--- src/rtl/bus_ram_pkg.sv ---
// Shared types and constants for the bus_ram block.
package bus_ram_pkg;

  localparam int DEFAULT_ADDRESS_WIDTH = 4;
  localparam int DEFAULT_DATA_WIDTH    = 8;

  // Program loader states; IDLE is also the only state in which the CPU may
  // touch memory.
  typedef enum logic [1:0] {
    IDLE = 2'd0,
    LOAD = 2'd1,
    DONE = 2'd2
  } loader_state_t;

endpackage

--- src/rtl/bus_ram_if.sv ---
// Bus and program-loader signal bundle for bus_ram.
// Port names keep the i_/o_ prefixes as seen from the RAM.
//
// Loader handshake: a word on i_PROG_DATA transfers on a rising edge where
// i_PROG_VALID and o_PROG_READY are both high. o_PROG_READY is a registered
// state decode and never depends on i_PROG_VALID in the same cycle; the
// source may hold VALID high and change DATA after every accepting edge.
interface bus_ram_if #(
  parameter int ADDRESS_WIDTH = 4,
  parameter int DATA_WIDTH    = 8
);
  logic [ADDRESS_WIDTH-1:0] i_ADDRESS;
  logic [DATA_WIDTH-1:0]    i_BUS;
  logic                     i_READ_BUS;
  logic                     i_WRITE_BUS;
  logic [DATA_WIDTH-1:0]    o_BUS;
  logic                     o_BUS_EN;
  logic                     i_PROG_MODE;
  logic                     i_PROG_VALID;
  logic [DATA_WIDTH-1:0]    i_PROG_DATA;
  logic                     o_PROG_READY;
  logic                     o_PROG_DONE;

  // RAM side
  modport slave (
    input  i_ADDRESS, i_BUS, i_READ_BUS, i_WRITE_BUS,
    input  i_PROG_MODE, i_PROG_VALID, i_PROG_DATA,
    output o_BUS, o_BUS_EN, o_PROG_READY, o_PROG_DONE
  );

  // CPU / loader-source side
  modport master (
    output i_ADDRESS, i_BUS, i_READ_BUS, i_WRITE_BUS,
    output i_PROG_MODE, i_PROG_VALID, i_PROG_DATA,
    input  o_BUS, o_BUS_EN, o_PROG_READY, o_PROG_DONE
  );
endinterface

--- src/rtl/bus_ram_loader.sv ---
// Program loader: fills memory word by word from address 0 upward.
// Produces a write port for the top level plus a busy flag that locks the CPU
// out of memory while a load session (LOAD or DONE) is open.
module bus_ram_loader
  import bus_ram_pkg::*;
#(
  parameter int ADDRESS_WIDTH = DEFAULT_ADDRESS_WIDTH,
  parameter int DATA_WIDTH    = DEFAULT_DATA_WIDTH
) (
  input  logic                     i_CLOCK,
  input  logic                     i_CLEAR,
  input  logic                     i_prog_mode,
  input  logic                     i_prog_valid,
  input  logic [DATA_WIDTH-1:0]    i_prog_data,
  output logic                     o_we,
  output logic [ADDRESS_WIDTH-1:0] o_waddr,
  output logic [DATA_WIDTH-1:0]    o_wdata,
  output logic                     o_busy,
  output logic                     o_ready,
  output logic                     o_done,
  output loader_state_t            o_state
);

  loader_state_t            state_q, state_d;
  logic [ADDRESS_WIDTH-1:0] ptr_q, ptr_d;
  logic                     accept;

  // State and pointer registers; clear aborts any load in progress.
  always_ff @(posedge i_CLOCK or posedge i_CLEAR) begin
    if (i_CLEAR) begin
      state_q <= IDLE;
      ptr_q   <= '0;
    end else begin
      state_q <= state_d;
      ptr_q   <= ptr_d;
    end
  end

  // Next state; dropping PROG_MODE wins over an accept in the same cycle.
  always_comb begin
    state_d = state_q;
    ptr_d   = ptr_q;
    accept  = 1'b0;
    case (state_q)
      IDLE: begin
        ptr_d = '0;
        if (i_prog_mode) state_d = LOAD;
      end
      LOAD: begin
        if (!i_prog_mode) begin
          state_d = IDLE;
        end else if (i_prog_valid) begin
          accept = 1'b1;
          ptr_d  = ptr_q + 1'b1;
          if (ptr_q == '1) state_d = DONE;
        end
      end
      DONE: begin
        if (!i_prog_mode) state_d = IDLE;
      end
      default: state_d = IDLE;
    endcase
  end

  assign o_we    = accept;
  assign o_waddr = ptr_q;
  assign o_wdata = i_prog_data;
  assign o_busy  = (state_q != IDLE);
  assign o_ready = (state_q == LOAD);
  assign o_done  = (state_q == DONE);
  assign o_state = state_q;

endmodule

--- src/rtl/bus_ram.sv ---
// Bus-attached word memory with combinational bus read, one-edge write and an
// optional program loader (enabled by defining BUS_RAM_LOADER_EN). Without the
// macro the PROG ports stay on the interface but are ignored and the block
// behaves as a plain CPU-accessed RAM.
module bus_ram
  import bus_ram_pkg::*;
#(
  parameter int ADDRESS_WIDTH = DEFAULT_ADDRESS_WIDTH,
  parameter int DATA_WIDTH    = DEFAULT_DATA_WIDTH
) (
  input  logic          i_CLOCK,
  input  logic          i_CLEAR,
  bus_ram_if.slave      bus,
  output loader_state_t o_DBG_STATE
);

  localparam int DEPTH = 2 ** ADDRESS_WIDTH;

  logic [DATA_WIDTH-1:0]    mem_q [DEPTH];
  logic                     ldr_we;
  logic [ADDRESS_WIDTH-1:0] ldr_waddr;
  logic [DATA_WIDTH-1:0]    ldr_wdata;
  logic                     ldr_busy;
  logic                     ldr_ready;
  logic                     ldr_done;
  loader_state_t            ldr_state;
  logic                     mem_we;
  logic [ADDRESS_WIDTH-1:0] mem_waddr;
  logic [DATA_WIDTH-1:0]    mem_wdata;
  logic                     bus_en;

`ifdef BUS_RAM_LOADER_EN
  bus_ram_loader #(
    .ADDRESS_WIDTH (ADDRESS_WIDTH),
    .DATA_WIDTH    (DATA_WIDTH)
  ) u_loader (
    .i_CLOCK      (i_CLOCK),
    .i_CLEAR      (i_CLEAR),
    .i_prog_mode  (bus.i_PROG_MODE),
    .i_prog_valid (bus.i_PROG_VALID),
    .i_prog_data  (bus.i_PROG_DATA),
    .o_we         (ldr_we),
    .o_waddr      (ldr_waddr),
    .o_wdata      (ldr_wdata),
    .o_busy       (ldr_busy),
    .o_ready      (ldr_ready),
    .o_done       (ldr_done),
    .o_state      (ldr_state)
  );
`else
  // Loader absent: the PROG inputs are only folded into a sink.
  logic unused_prog;
  assign unused_prog = ^{bus.i_PROG_MODE, bus.i_PROG_VALID, bus.i_PROG_DATA};
  assign ldr_we      = 1'b0;
  assign ldr_waddr   = '0;
  assign ldr_wdata   = '0;
  assign ldr_busy    = 1'b0;
  assign ldr_ready   = 1'b0;
  assign ldr_done    = 1'b0;
  assign ldr_state   = IDLE;
`endif

  // Write-port select: loader has the memory while busy, otherwise the CPU.
  always_comb begin
    mem_we    = 1'b0;
    mem_waddr = bus.i_ADDRESS;
    mem_wdata = bus.i_BUS;
    if (ldr_busy) begin
      mem_we    = ldr_we;
      mem_waddr = ldr_waddr;
      mem_wdata = ldr_wdata;
    end else if (bus.i_READ_BUS && !i_CLEAR) begin
      mem_we = 1'b1;
    end
  end

  // Memory array; contents deliberately survive clear.
  always_ff @(posedge i_CLOCK) begin
    if (mem_we) mem_q[mem_waddr] <= mem_wdata;
  end

  // Same-cycle bus drive; the old word is driven even when a write is pending.
  always_comb begin
    bus_en = bus.i_WRITE_BUS && !ldr_busy && !i_CLEAR;
  end

  assign bus.o_BUS        = bus_en ? mem_q[bus.i_ADDRESS] : '0;
  assign bus.o_BUS_EN     = bus_en;
  assign bus.o_PROG_READY = ldr_ready && !i_CLEAR;
  assign bus.o_PROG_DONE  = ldr_done && !i_CLEAR;
  assign o_DBG_STATE      = ldr_state;

endmodule
--- src/flat_wrapper.sv ---
// flat-port wrapper written by rule: the top's interface ports become plain ports
module bus_ram_flat import bus_ram_pkg::*;
#(
  parameter int ADDRESS_WIDTH = DEFAULT_ADDRESS_WIDTH,
  parameter int DATA_WIDTH    = DEFAULT_DATA_WIDTH
)
  (i_CLOCK, i_CLEAR, o_DBG_STATE, bus_i_ADDRESS, bus_i_BUS, bus_i_READ_BUS, bus_i_WRITE_BUS, bus_i_PROG_MODE, bus_i_PROG_VALID, bus_i_PROG_DATA, bus_o_BUS, bus_o_BUS_EN, bus_o_PROG_READY, bus_o_PROG_DONE);
  bus_ram_if #(.ADDRESS_WIDTH(ADDRESS_WIDTH), .DATA_WIDTH(DATA_WIDTH)) bus_i ();
  input  logic i_CLOCK;
  input  logic i_CLEAR;
  output loader_state_t o_DBG_STATE;
  input wire logic [$bits(bus_i.i_ADDRESS)-1:0] bus_i_ADDRESS;
  input wire logic [$bits(bus_i.i_BUS)-1:0] bus_i_BUS;
  input wire logic [$bits(bus_i.i_READ_BUS)-1:0] bus_i_READ_BUS;
  input wire logic [$bits(bus_i.i_WRITE_BUS)-1:0] bus_i_WRITE_BUS;
  input wire logic [$bits(bus_i.i_PROG_MODE)-1:0] bus_i_PROG_MODE;
  input wire logic [$bits(bus_i.i_PROG_VALID)-1:0] bus_i_PROG_VALID;
  input wire logic [$bits(bus_i.i_PROG_DATA)-1:0] bus_i_PROG_DATA;
  output wire logic [$bits(bus_i.o_BUS)-1:0] bus_o_BUS;
  output wire logic [$bits(bus_i.o_BUS_EN)-1:0] bus_o_BUS_EN;
  output wire logic [$bits(bus_i.o_PROG_READY)-1:0] bus_o_PROG_READY;
  output wire logic [$bits(bus_i.o_PROG_DONE)-1:0] bus_o_PROG_DONE;
  assign bus_i.i_ADDRESS = bus_i_ADDRESS;
  assign bus_i.i_BUS = bus_i_BUS;
  assign bus_i.i_READ_BUS = bus_i_READ_BUS;
  assign bus_i.i_WRITE_BUS = bus_i_WRITE_BUS;
  assign bus_i.i_PROG_MODE = bus_i_PROG_MODE;
  assign bus_i.i_PROG_VALID = bus_i_PROG_VALID;
  assign bus_i.i_PROG_DATA = bus_i_PROG_DATA;
  assign bus_o_BUS = bus_i.o_BUS;
  assign bus_o_BUS_EN = bus_i.o_BUS_EN;
  assign bus_o_PROG_READY = bus_i.o_PROG_READY;
  assign bus_o_PROG_DONE = bus_i.o_PROG_DONE;
  bus_ram #(.ADDRESS_WIDTH(ADDRESS_WIDTH), .DATA_WIDTH(DATA_WIDTH)) u_core (.i_CLOCK(i_CLOCK), .i_CLEAR(i_CLEAR), .bus(bus_i), .o_DBG_STATE(o_DBG_STATE));
endmodule
--- config.mk ---
export PLATFORM = sky130hd
export DESIGN_NAME = bus_ram_flat
export DESIGN_NICKNAME = d
export VERILOG_FILES = /design/src/rtl/bus_ram_pkg.sv /design/src/rtl/bus_ram_if.sv /design/src/rtl/bus_ram_loader.sv /design/src/rtl/bus_ram.sv /design/src/flat_wrapper.sv
export SDC_FILE = /design/constraint.sdc
export NUM_CORES = 1
export LEC_CHECK = 0
export CAP_MARGIN = 15
export CORE_MARGIN = 4
export CORE_UTILIZATION = 31
export CTS_CLUSTER_DIAMETER = 60
export DETAILED_ROUTE_END_ITERATION = 6
export GPL_TIMING_DRIVEN = 0
export PLACE_DENSITY = 0.54
export SETUP_SLACK_MARGIN = 0.15
export SYNTH_ARGS = -nofsm -noshare
export SYNTH_HDL_FRONTEND = slang
export SYNTH_SLANG_ARGS = --single-unit
--- constraint.sdc ---
create_clock -name i_CLOCK -period 2.65 [get_ports i_CLOCK]
set_clock_uncertainty 0.2 [all_clocks]
set_input_delay 0.53 -clock i_CLOCK [delete_from_list [all_inputs] [get_ports i_CLOCK]]
set_output_delay 0.53 -clock i_CLOCK [all_outputs]
set_load 0.05 [all_outputs]
Yosys cells after proc, flatten, opt, wreduce, memory -nomap -nowiden --
Memory sizes are Yosys's and may differ from the RTL's. Index checks and enable logic that the tools add are counted. Widths: inputs -> output; s select.
Operators by class: reductions and logical operators 3, mux-type cells 4
Operator list (number):
- $mux 8 | 1
- $mux 1 | 3
- $logic_and 1x1->1 | 2
- $logic_not 1->1 | 1
Word-level totals: memory bits (writable) 128, memories kept 1, word-level logic and storage cells 8, input bits 26, register bits 0, output and inout port bits 13
Memory list:
- u_core.mem_q | depth 16, bits a word 8, rd ports 1, clocked after memory_dff 0, write ports 1, RTL line bus_ram.sv:19 | logic [DATA_WIDTH-1:0] mem_q [DEPTH];

Logic depth before layout (Yosys ltp) --
Gate-level depths: netlist (run 1).
word-level depth 5, depth in mapped cells 8, mapped depth without buffers 4

Worst setup path before layout (run 1) --
OpenSTA, ideal clock, no wires.
path kind input-to-output, from in bus_i_WRITE_BUS, to out bus_o_BUS[0], path buffers 0, slack -1.000 ns, stages on the path 3, arrival time 2.920 ns, cells stage by stage nor2b_1 > nand2_1 > o31ai_1
Between the ends: word-level cells in the longest chain between the ends 2
Ends and longest elaborated chain:
- from (decl) | RTL line flat_wrapper.sv:15 | input wire logic [$bits(bus_i.i_WRITE_BUS)-1:0] bus_i_WRITE_BUS;
- $logic_and 1x1->1 | RTL line bus_ram.sv:84 | bus_en = bus.i_WRITE_BUS && !ldr_busy && !i_CLEAR;
- $mux 8 | RTL line bus_ram.sv:87 | assign bus.o_BUS = bus_en ? mem_q[bus.i_ADDRESS] : '0;
- to (decl) | RTL line flat_wrapper.sv:19 | output wire logic [$bits(bus_i.o_BUS)-1:0] bus_o_BUS;
No other way between the ends.

Final worst setup path (run 1) --
from in bus_i_ADDRESS[1], to out bus_o_BUS[1]
Between the ends: word-level cells in the longest chain between the ends 2
Ends and longest elaborated chain:
- from (decl) | RTL line flat_wrapper.sv:12 | input wire logic [$bits(bus_i.i_ADDRESS)-1:0] bus_i_ADDRESS;
- $mem_v2 16x8
- $mux 8 | RTL line bus_ram.sv:87
No other way between the ends.

==> flow_results.xml, run 1 <==
<?xml version="1.0" encoding="UTF-8"?>
<metrics>
  <group name="status">
    <metric name="outcome" unit="">completed</metric>
  </group>
  <group name="placement">
    <metric name="dp_hpwl" unit="mm">7.41</metric>
    <metric name="gp_congestion" unit="">0.792</metric>
    <metric name="place_inst" unit="">535</metric>
    <metric name="detailedPlace.worstSlack" unit="ns">-1.39</metric>
    <metric name="port_buf_inserts" unit="">22</metric>
  </group>
  <group name="clock_tree">
    <metric name="cts_tree" unit="">built</metric>
    <metric name="cts_sinks" unit="">128</metric>
    <metric name="clk_pin_slew" unit="ns">0.05</metric>
    <metric name="cts-buffers-inserted" unit="">17</metric>
    <metric name="clk_path_buf_depth" unit="">2</metric>
    <metric name="clk_root_buffer_cell" unit="">clkbuf_16</metric>
    <metric name="h-tree-depth" unit="">4</metric>
  </group>
  <group name="synthesis">
    <metric name="syn-cell-area" unit="sq um">5230</metric>
    <metric name="yosysWarnings" unit="">0</metric>
    <metric name="synth_top_cells_by_area" unit="">edfxtp_1 73%, mux2_2 7.3%, mux2i_1 3.1%</metric>
    <metric name="postSynth.asyncResetShare" unit="%">0</metric>
    <metric name="seq_cells_post_synth" unit="">128</metric>
    <metric name="synth.top_cell.area_share" unit="%">73.4</metric>
    <metric name="most_numerous_cell_in_the_yosys_netlist" unit="">edfxtp_1</metric>
    <metric name="syn-mean-instance-area" unit="sq um">18.2</metric>
    <metric name="seq_total_area_yosys" unit="%">73.4</metric>
    <metric name="synth_enable_flop_cells" unit="">128</metric>
    <metric name="synth_instances" unit="">288</metric>
    <metric name="synth_top_flop_cell" unit="">edfxtp_1</metric>
    <metric name="post-synth-top-area-cell" unit="">edfxtp_1</metric>
    <metric name="synth_cell_type_count" unit="">34</metric>
    <metric name="leading_post_synthesis_cells_by_instance_count" unit="">128 x edfxtp_1, 34 x mux2_2, 16 x mux2i_1, 16 x o22ai_1, 14 x nor2_1</metric>
  </group>
  <group name="pwr">
    <metric name="power.sequential.fraction" unit="%">46.1</metric>
    <metric name="static-leakage-power" unit="nW">2.32</metric>
    <metric name="power.net_switching" unit="uW">998</metric>
    <metric name="combPwrFrac" unit="%">8.6</metric>
    <metric name="power.clock.fraction" unit="%">45.2</metric>
    <metric name="ir_worst_vdd" unit="mV">0.544</metric>
    <metric name="power.density" unit="nW/um^2">697</metric>
    <metric name="intPower" unit="mW">3.90</metric>
    <metric name="sw_frac_of_total" unit="%">20.4</metric>
  </group>
  <group name="die">
    <metric name="core_area" unit="sq um">16600</metric>
    <metric name="initial_core_utilization" unit="%">31.6</metric>
    <metric name="design.portCount" unit="">39</metric>
    <metric name="floorplan.rows" unit="">47</metric>
    <metric name="fp.dieW" unit="microns">138</metric>
    <metric name="die_area" unit="sq um">19000</metric>
    <metric name="floorplan.die.height" unit="microns">138</metric>
  </group>
  <group name="global_routing">
    <metric name="gr-usage-met2" unit="%">19.1</metric>
    <metric name="grt.total_usage" unit="%">13.1</metric>
    <metric name="first_pass_grt_wire_length" unit="mm">17.5</metric>
    <metric name="grt.met3_usage" unit="%">2.98</metric>
    <metric name="pin_count_of_the_biggest_net_entering_global_routing" unit="">17</metric>
    <metric name="m1_gr_usage" unit="%">18.7</metric>
    <metric name="grt-ovfl-total" unit="">0</metric>
    <metric name="via_count_of_the_first_global_routing_pass" unit="">2802</metric>
    <metric name="grt.busiest_layer" unit="">met2</metric>
    <metric name="antenna_found_initial" unit="">0</metric>
  </group>
  <group name="worst_setup_path">
    <metric name="cpMaxStageDelayCell" unit="">a22oi_2</metric>
    <metric name="slowest_delay" unit="ns">0.21</metric>
    <metric name="crit_fanout" unit="">8</metric>
    <metric name="timing.critical_path.mode_cell" unit="">buf_12</metric>
    <metric name="path_class" unit="">primary input to primary output</metric>
    <metric name="arrival" unit="ns">1.90</metric>
    <metric name="crit_path_start_kind" unit="">primary input</metric>
    <metric name="critical_path.top_delay_family" unit="">buffers and inverters</metric>
    <metric name="crit_buf_inv" unit="">5</metric>
    <metric name="crit_chain" unit="">buf_12 -&gt; buf_12 -&gt; buf_8 -&gt; clkbuf_16 -&gt; mux2i_4 -&gt; a22oi_2 -&gt; nand3_2 -&gt; o31ai_4 -&gt; buf_6</metric>
    <metric name="endpoint_kind" unit="">primary output</metric>
    <metric name="worst-endpoint-required" unit="ns">1.92</metric>
  </group>
  <group name="job">
    <metric name="maxCapViolations" unit="">0</metric>
  </group>
  <group name="timing">
    <metric name="rsz_0062_raised_after_global_routing" unit="">true</metric>
    <metric name="relSlewSlack" unit="%">42.9</metric>
    <metric name="pins_over_their_slew_limit" unit="">0</metric>
    <metric name="final.min_clock_period" unit="ns">2.63</metric>
    <metric name="final_min_period_over_clock_period" unit="%">99.4</metric>
    <metric name="finalWorstSetupSlack" unit="ns">0.0160</metric>
    <metric name="finalHoldViolCount" unit="">0</metric>
    <metric name="hold_ws" unit="ns">0.723</metric>
    <metric name="peak_freq" unit="MHz">380</metric>
    <metric name="setup_failing_eps_final" unit="">0</metric>
    <metric name="transition_time_of_the_tightest_slew_check_pin" unit="ns">0.853</metric>
  </group>
  <group name="cells_and_area">
    <metric name="final_nets" unit="">376</metric>
    <metric name="largestRegisters" unit="">u_core.mem_q (128)</metric>
    <metric name="drive_gt1_share" unit="%">47.2</metric>
    <metric name="layout_stage_area_growth_over_the_synthesis_result" unit="%">34.4</metric>
    <metric name="fin_cells" unit="">582</metric>
    <metric name="max_flop_register" unit="">u_core.mem_q</metric>
    <metric name="post-route-util" unit="%">42.4</metric>
    <metric name="layout.filler_cells" unit="">1471</metric>
    <metric name="largest_register_ffs" unit="">128</metric>
    <metric name="diode_count" unit="">0</metric>
  </group>
  <group name="drt">
    <metric name="drt_iter0_drc" unit="">112</metric>
    <metric name="route.detailed.wl_per_inst" unit="microns">20.3</metric>
    <metric name="via_count" unit="">2684</metric>
    <metric name="antenna_violating_nets_post_route" unit="">0</metric>
    <metric name="drc_errors" unit="">0</metric>
    <metric name="route.detailed.vias_per_inst" unit="">4.61</metric>
    <metric name="drt-pass1-iter-count" unit="">4</metric>
    <metric name="finalWirelength" unit="mm">11.8</metric>
  </group>
  <group name="worst_hold_path">
    <metric name="worst_hold_path.endpoint" unit="">u_core.mem_q[0][5]$_DFFE_PP_</metric>
    <metric name="min_delay_path_depth" unit="">4</metric>
    <metric name="hold_path_startpoint" unit="">bus_i_ADDRESS[3]</metric>
    <metric name="hold_path_class" unit="">primary input to register</metric>
  </group>
</metrics>
==> power groups by stage <==
stage / registers (mW) / clock network (mW) / logic (mW)
finish: 2.26 / 2.22 / 0.423
global route: 2.26 / 2.35 / 0.445
CTS: 2.26 / 2.25 / 0.391
detailed placement: 2.30 / 0 / 0.335
global placement: 2.30 / 0 / 0.331
floorplan: 2.30 / 0 / 0.216
==> layout by cell type, fill, tap and decap left out, types with 2 or more instances in the layout <==
master           Yosys  layout
o22ai_4              0       2
clkbuf_1             1       7
clkbuf_16            0      19
nor2_1              14       7
buf_6                5      13
mux4_1               4       2
mux2i_2              0       2
mux4_2               3       5
buf_4                4      16
buf_8                1       3
nor2_2               0       6
nand3_4              0       2
mux2i_4              0       3
o31ai_4              0       8
buf_2                3       3
bufinv_16            0       3
buf_12               1       7
nor3_2               1       2
dlygate4sd2_1        0       2
nand3_2              1       5
clkdlybuf4s50_1      0       9
edfxtp_1           128     128
clkinv_2             0       4
conb_1               1       4
nand2b_4             1       3
nand2_1              5       3
mux2_2              34      31
mux2_4               0       3
a22oi_2              1       6
nand2_8              0       2
nor3_1               3       2
o22ai_2              0      13
mux2i_1             16      11
nand2b_1            11       9
==> through the flow <==
stage / setup TNS (ns) / area (sq um) / total power, mW
2_1_floorplan: 0 / 5440 / 2.51
3_3_place_gp: -59.17 / 5930 / 2.63
3_5_place_dp: -54.53 / 5950 / 2.64
4_1_cts: 0 / 6830 / 4.90
5_1_grt: -0.0212 / 7030 / 5.06
6_report: 0 / 7030 / 4.90
==> worst max-delay path by stage <==
| stage | startpoint | endpoint | slack (ns) | depth (start not counted) |
|---|---|---|---|---|
| 2_1_floorplan | bus_i_ADDRESS[1] | bus_o_BUS[0] | 0.14 | 6 |
| 3_3_place_gp | bus_i_ADDRESS[3] | bus_o_BUS[6] | -1.45 | 8 |
| 3_5_place_dp | bus_i_ADDRESS[3] | bus_o_BUS[6] | -1.39 | 8 |
| 4_1_cts | i_CLEAR | bus_o_BUS[6] | 0.009 | 7 |
| 5_1_grt | bus_i_ADDRESS[1] | bus_o_BUS[4] | -0.02 | 9 |
| 6_report | bus_i_ADDRESS[1] | bus_o_BUS[1] | 0.02 | 9 |
==> layer usage <==
| layer | part of all wire (%) | vias up |
|---|---|---|
| met5 | 0 | - |
| met4 | 2.4 | 0 |
| met3 | 3.7 | 17 |
| met2 | 46 | 56 |
| met1 | 47 | 1339 |
| li1 | - | 1272 |
==> area by class of cell <==
type / instances / area, sq um / share of cell area, %
repair buffers: 40 / 437 / 6.21
clock buffers: 23 / 448 / 6.37
clock inverters: 8 / 114 / 1.62
flip-flops and latches: 128 / 3840 / 54.7
well taps: 220 / 275 / 3.91
plain buffers: 20 / 245 / 3.49
multi-input cells: 143 / 1670 / 23.7
==> kinds of logic (layout without fill, tap and decap cells) <==
kind of cell / after synthesis / in the layout / synth area share (%)
AOI/OAI and AO/OA: 33 / 33 / 4.59
and+or+nand+nor: 49 / 49 / 5.12
other: 1 / 4 / 0.0717
muxes: 57 / 57 / 13.7
buffers and inverters: 20 / 91 / 3.11
DFF: 128 / 128 / 73.4
==> what timing repair did <==
item / in CTS / in global routing
hold endpoints to repair: 0 / 0
pin swaps: 12 / 11
gates cloned: 2 / 2
buffers inserted: 6 / 6
gates resized for setup: 117 / 28
setup endpoints to repair: 117 / 52
hold buffers: 0 / 0
Power figures use the tool's default switching activity.
==> inputs of run 2 (changes only) <==
--- a/config.mk
+++ b/config.mk
@@ -7,12 +7,13 @@
 export LEC_CHECK = 0
 export CAP_MARGIN = 15
 export CORE_MARGIN = 4
-export CORE_UTILIZATION = 31
+export CORE_UTILIZATION = 36
 export CTS_CLUSTER_DIAMETER = 60
 export DETAILED_ROUTE_END_ITERATION = 6
 export GPL_TIMING_DRIVEN = 0
-export PLACE_DENSITY = 0.54
+export PLACE_DENSITY = 0.59
 export SETUP_SLACK_MARGIN = 0.15
+export SLEW_MARGIN = 20
 export SYNTH_ARGS = -nofsm -noshare
 export SYNTH_HDL_FRONTEND = slang
 export SYNTH_SLANG_ARGS = --single-unit
==> constraint.sdc (replaced) <==
create_clock -name i_CLOCK -period 3.2 [get_ports i_CLOCK]
set_clock_uncertainty 0.2 [all_clocks]
set_input_delay 0.64 -clock i_CLOCK [delete_from_list [all_inputs] [get_ports i_CLOCK]]
set_output_delay 0.64 -clock i_CLOCK [all_outputs]
set_load 0.05 [all_outputs]
==> flow_results.xml, run 2 (synthesis results as in run 1) <==
<?xml version="1.0" encoding="UTF-8"?>
<metrics>
  <group name="clock_tree">
    <metric name="cts-buffers-inserted" unit="">17</metric>
    <metric name="clk_root_buffer_cell" unit="">clkbuf_16</metric>
    <metric name="clk_path_buf_depth" unit="">2</metric>
    <metric name="cts_hold_repair.buffers" unit="">0</metric>
    <metric name="h-tree-depth" unit="">4</metric>
    <metric name="cts_sinks" unit="">128</metric>
    <metric name="clk_pin_slew" unit="ns">0.05</metric>
    <metric name="cts_tree" unit="">built</metric>
  </group>
  <group name="placement">
    <metric name="placed_area" unit="sq um">5820</metric>
    <metric name="place_inst" unit="">493</metric>
    <metric name="dp_hpwl" unit="mm">7.01</metric>
    <metric name="gp_congestion" unit="">0.854</metric>
    <metric name="detailedPlace.worstSlack" unit="ns">-1.02</metric>
    <metric name="port_buf_inserts" unit="">22</metric>
  </group>
  <group name="timing">
    <metric name="peak_freq" unit="MHz">332</metric>
    <metric name="final.min_clock_period" unit="ns">3.01</metric>
    <metric name="final_min_period_over_clock_period" unit="%">94.0</metric>
    <metric name="rsz_0062_raised_after_global_routing" unit="">true</metric>
    <metric name="pins_over_their_slew_limit" unit="">0</metric>
    <metric name="hold_ws" unit="ns">0.819</metric>
    <metric name="setup_failing_eps_final" unit="">0</metric>
    <metric name="finalHoldViolCount" unit="">0</metric>
    <metric name="transition_time_of_the_tightest_slew_check_pin" unit="ns">0.831</metric>
    <metric name="setup_total_negative_slack" unit="ns">0</metric>
    <metric name="relSlewSlack" unit="%">44.4</metric>
    <metric name="finalWorstSetupSlack" unit="ns">0.191</metric>
  </group>
  <group name="status">
    <metric name="outcome" unit="">completed</metric>
  </group>
  <group name="die">
    <metric name="floorplan.die.height" unit="microns">129</metric>
    <metric name="core_area" unit="sq um">14000</metric>
    <metric name="design.portCount" unit="">39</metric>
    <metric name="initial_core_utilization" unit="%">37.3</metric>
    <metric name="fp.dieW" unit="microns">129</metric>
    <metric name="die_area" unit="sq um">16500</metric>
    <metric name="floorplan.rows" unit="">43</metric>
  </group>
  <group name="drt">
    <metric name="route.detailed.wl_per_inst" unit="microns">21.0</metric>
    <metric name="antenna_violating_nets_post_route" unit="">0</metric>
    <metric name="drc_errors" unit="">0</metric>
    <metric name="via_count" unit="">2665</metric>
    <metric name="finalWirelength" unit="mm">11.1</metric>
    <metric name="drt-pass1-iter-count" unit="">4</metric>
    <metric name="route.detailed.vias_per_inst" unit="">5.05</metric>
    <metric name="drt_iter0_drc" unit="">246</metric>
  </group>
  <group name="cells_and_area">
    <metric name="largestRegisters" unit="">u_core.mem_q (128)</metric>
    <metric name="layout.cells.most_common" unit="">edfxtp_1</metric>
    <metric name="max_flop_register" unit="">u_core.mem_q</metric>
    <metric name="seqCellArea" unit="sq um">3840</metric>
    <metric name="layout_stage_area_growth_over_the_synthesis_result" unit="%">24.6</metric>
    <metric name="fin_cells" unit="">528</metric>
    <metric name="most-common-layout-cells" unit="">128 x edfxtp_1, 34 x mux2_2, 17 x clkbuf_16, 16 x mux2i_1</metric>
    <metric name="multiInputGateArea" unit="sq um">1460</metric>
    <metric name="drive_gt1_share" unit="%">36.5</metric>
    <metric name="layout.filler_cells" unit="">1174</metric>
    <metric name="final_nets" unit="">361</metric>
    <metric name="post-route-cell-area" unit="sq um">6520</metric>
    <metric name="largest_register_ffs" unit="">128</metric>
    <metric name="diode_count" unit="">0</metric>
  </group>
  <group name="worst_setup_path">
    <metric name="worstSetupEndpoint" unit="">bus_o_BUS[5]</metric>
    <metric name="crit_path_start_kind" unit="">primary input</metric>
    <metric name="path_class" unit="">primary input to primary output</metric>
    <metric name="arrival" unit="ns">2.17</metric>
    <metric name="endpoint_kind" unit="">primary output</metric>
    <metric name="worst-endpoint-required" unit="ns">2.36</metric>
    <metric name="crit_fanout" unit="">8</metric>
    <metric name="startpoint" unit="">i_CLEAR</metric>
  </group>
  <group name="worst_hold_path">
    <metric name="hold_path_class" unit="">primary input to register</metric>
  </group>
  <group name="pwr">
    <metric name="ir_worst_vdd" unit="mV">0.324</metric>
    <metric name="static-leakage-power" unit="nW">2.16</metric>
    <metric name="power.density" unit="nW/um^2">618</metric>
  </group>
  <group name="job">
    <metric name="maxCapViolations" unit="">0</metric>
  </group>
  <group name="global_routing">
    <metric name="grt-ovfl-total" unit="">0</metric>
    <metric name="first_pass_grt_wire_length" unit="mm">16.9</metric>
    <metric name="pin_count_of_the_biggest_net_entering_global_routing" unit="">17</metric>
    <metric name="via_count_of_the_first_global_routing_pass" unit="">2770</metric>
    <metric name="antenna_found_initial" unit="">0</metric>
    <metric name="grt.total_usage" unit="%">14.2</metric>
  </group>
</metrics>
-- run 2: worst max-delay path, cell delays in order --
cell and delay, ns:
clkdlybuf4s50_1 0.51, nor2b_4 0.18, buf_4 0.14, nand2_4 0.15
o31ai_4 0.31, buf_4 0.23
-- run 2: timing repair --
item | in CTS | in global routing
pin swaps | 0 | 1
gates cloned | 1 | 0
hold endpoints to repair | 0 | 0
setup buffers | 1 | 2
resized for setup | 82 | 4
setup endpoints to repair | 9 | 8
-- run 2: final cells by class --
class	instances	share of cell area, %
clock inverter	14	2.26
buffer	19	2.76
sequential	128	58.9
multi-input combinational	143	22.3
clock buffer	18	6.58
tap	180	3.45
timing repair buffer	26	3.70
-- run 2: how the worst min path moves through the flow --
| stage | slack, ns | endpoint | start | cells past startpoint |
|---|---|---|---|---|
| after floorplan | 0.54 | u_core.mem_q[0][0]$_DFFE_PP_ | bus_i_BUS[0] | 0 |
| after detailed placement | 1.28 | u_core.mem_q[2][6]$_DFFE_PP_ | bus_i_ADDRESS[2] | 2 |
| after CTS | 0.89 | u_core.mem_q[1][6]$_DFFE_PP_ | bus_i_ADDRESS[2] | 2 |
| after global routing | 0.84 | u_core.mem_q[2][3]$_DFFE_PP_ | bus_i_ADDRESS[0] | 3 |
| final | 0.82 | u_core.mem_q[2][7]$_DFFE_PP_ | bus_i_ADDRESS[0] | 3 |
| after global placement | 1.17 | u_core.mem_q[2][6]$_DFFE_PP_ | bus_i_ADDRESS[2] | 2 |
-- run 2: metal layers --
metal | global-route usage [%] | vias to the layer above | share of wire (%)
met4 | 6.61 | 0 | 2.3
met1 | 18.8 | 1351 | 45
met2 | 22.4 | 56 | 49
met5 | 0 | - | 0
li1 | - | 1240 | -
met3 | 3.24 | 18 | 3.8
-- run 2: report_power, final --
group          total, mW  leakage [nW]  switching, mW  internal [mW]
combinational      0.281         0.731          0.171          0.111
sequential          1.87          1.15        0.00377           1.87
clock               1.88         0.275          0.673           1.20
total               4.03          2.16          0.847           3.18
-- run 2: per-stage QoR --
stage / total power, mW / utilization, %
after detailed placement: 2.17 / 41.4
after floorplan: 2.07 / -
after CTS: 4.05 / 46.3
final: 4.03 / 46.5
after global routing: 4.15 / 46.5
after global placement: 2.17 / 41.3
==> inputs of run 3 (changes only) <==
--- a/config.mk
+++ b/config.mk
@@ -13,7 +13,7 @@
 export GPL_TIMING_DRIVEN = 0
 export PLACE_DENSITY = 0.59
 export SETUP_SLACK_MARGIN = 0.15
-export SLEW_MARGIN = 20
+export SLEW_MARGIN = 25
 export SYNTH_ARGS = -nofsm -noshare
 export SYNTH_HDL_FRONTEND = slang
 export SYNTH_SLANG_ARGS = --single-unit
==> results of run 3 <==
No change in the layout: final DEF, timing and power equal those of run 2.
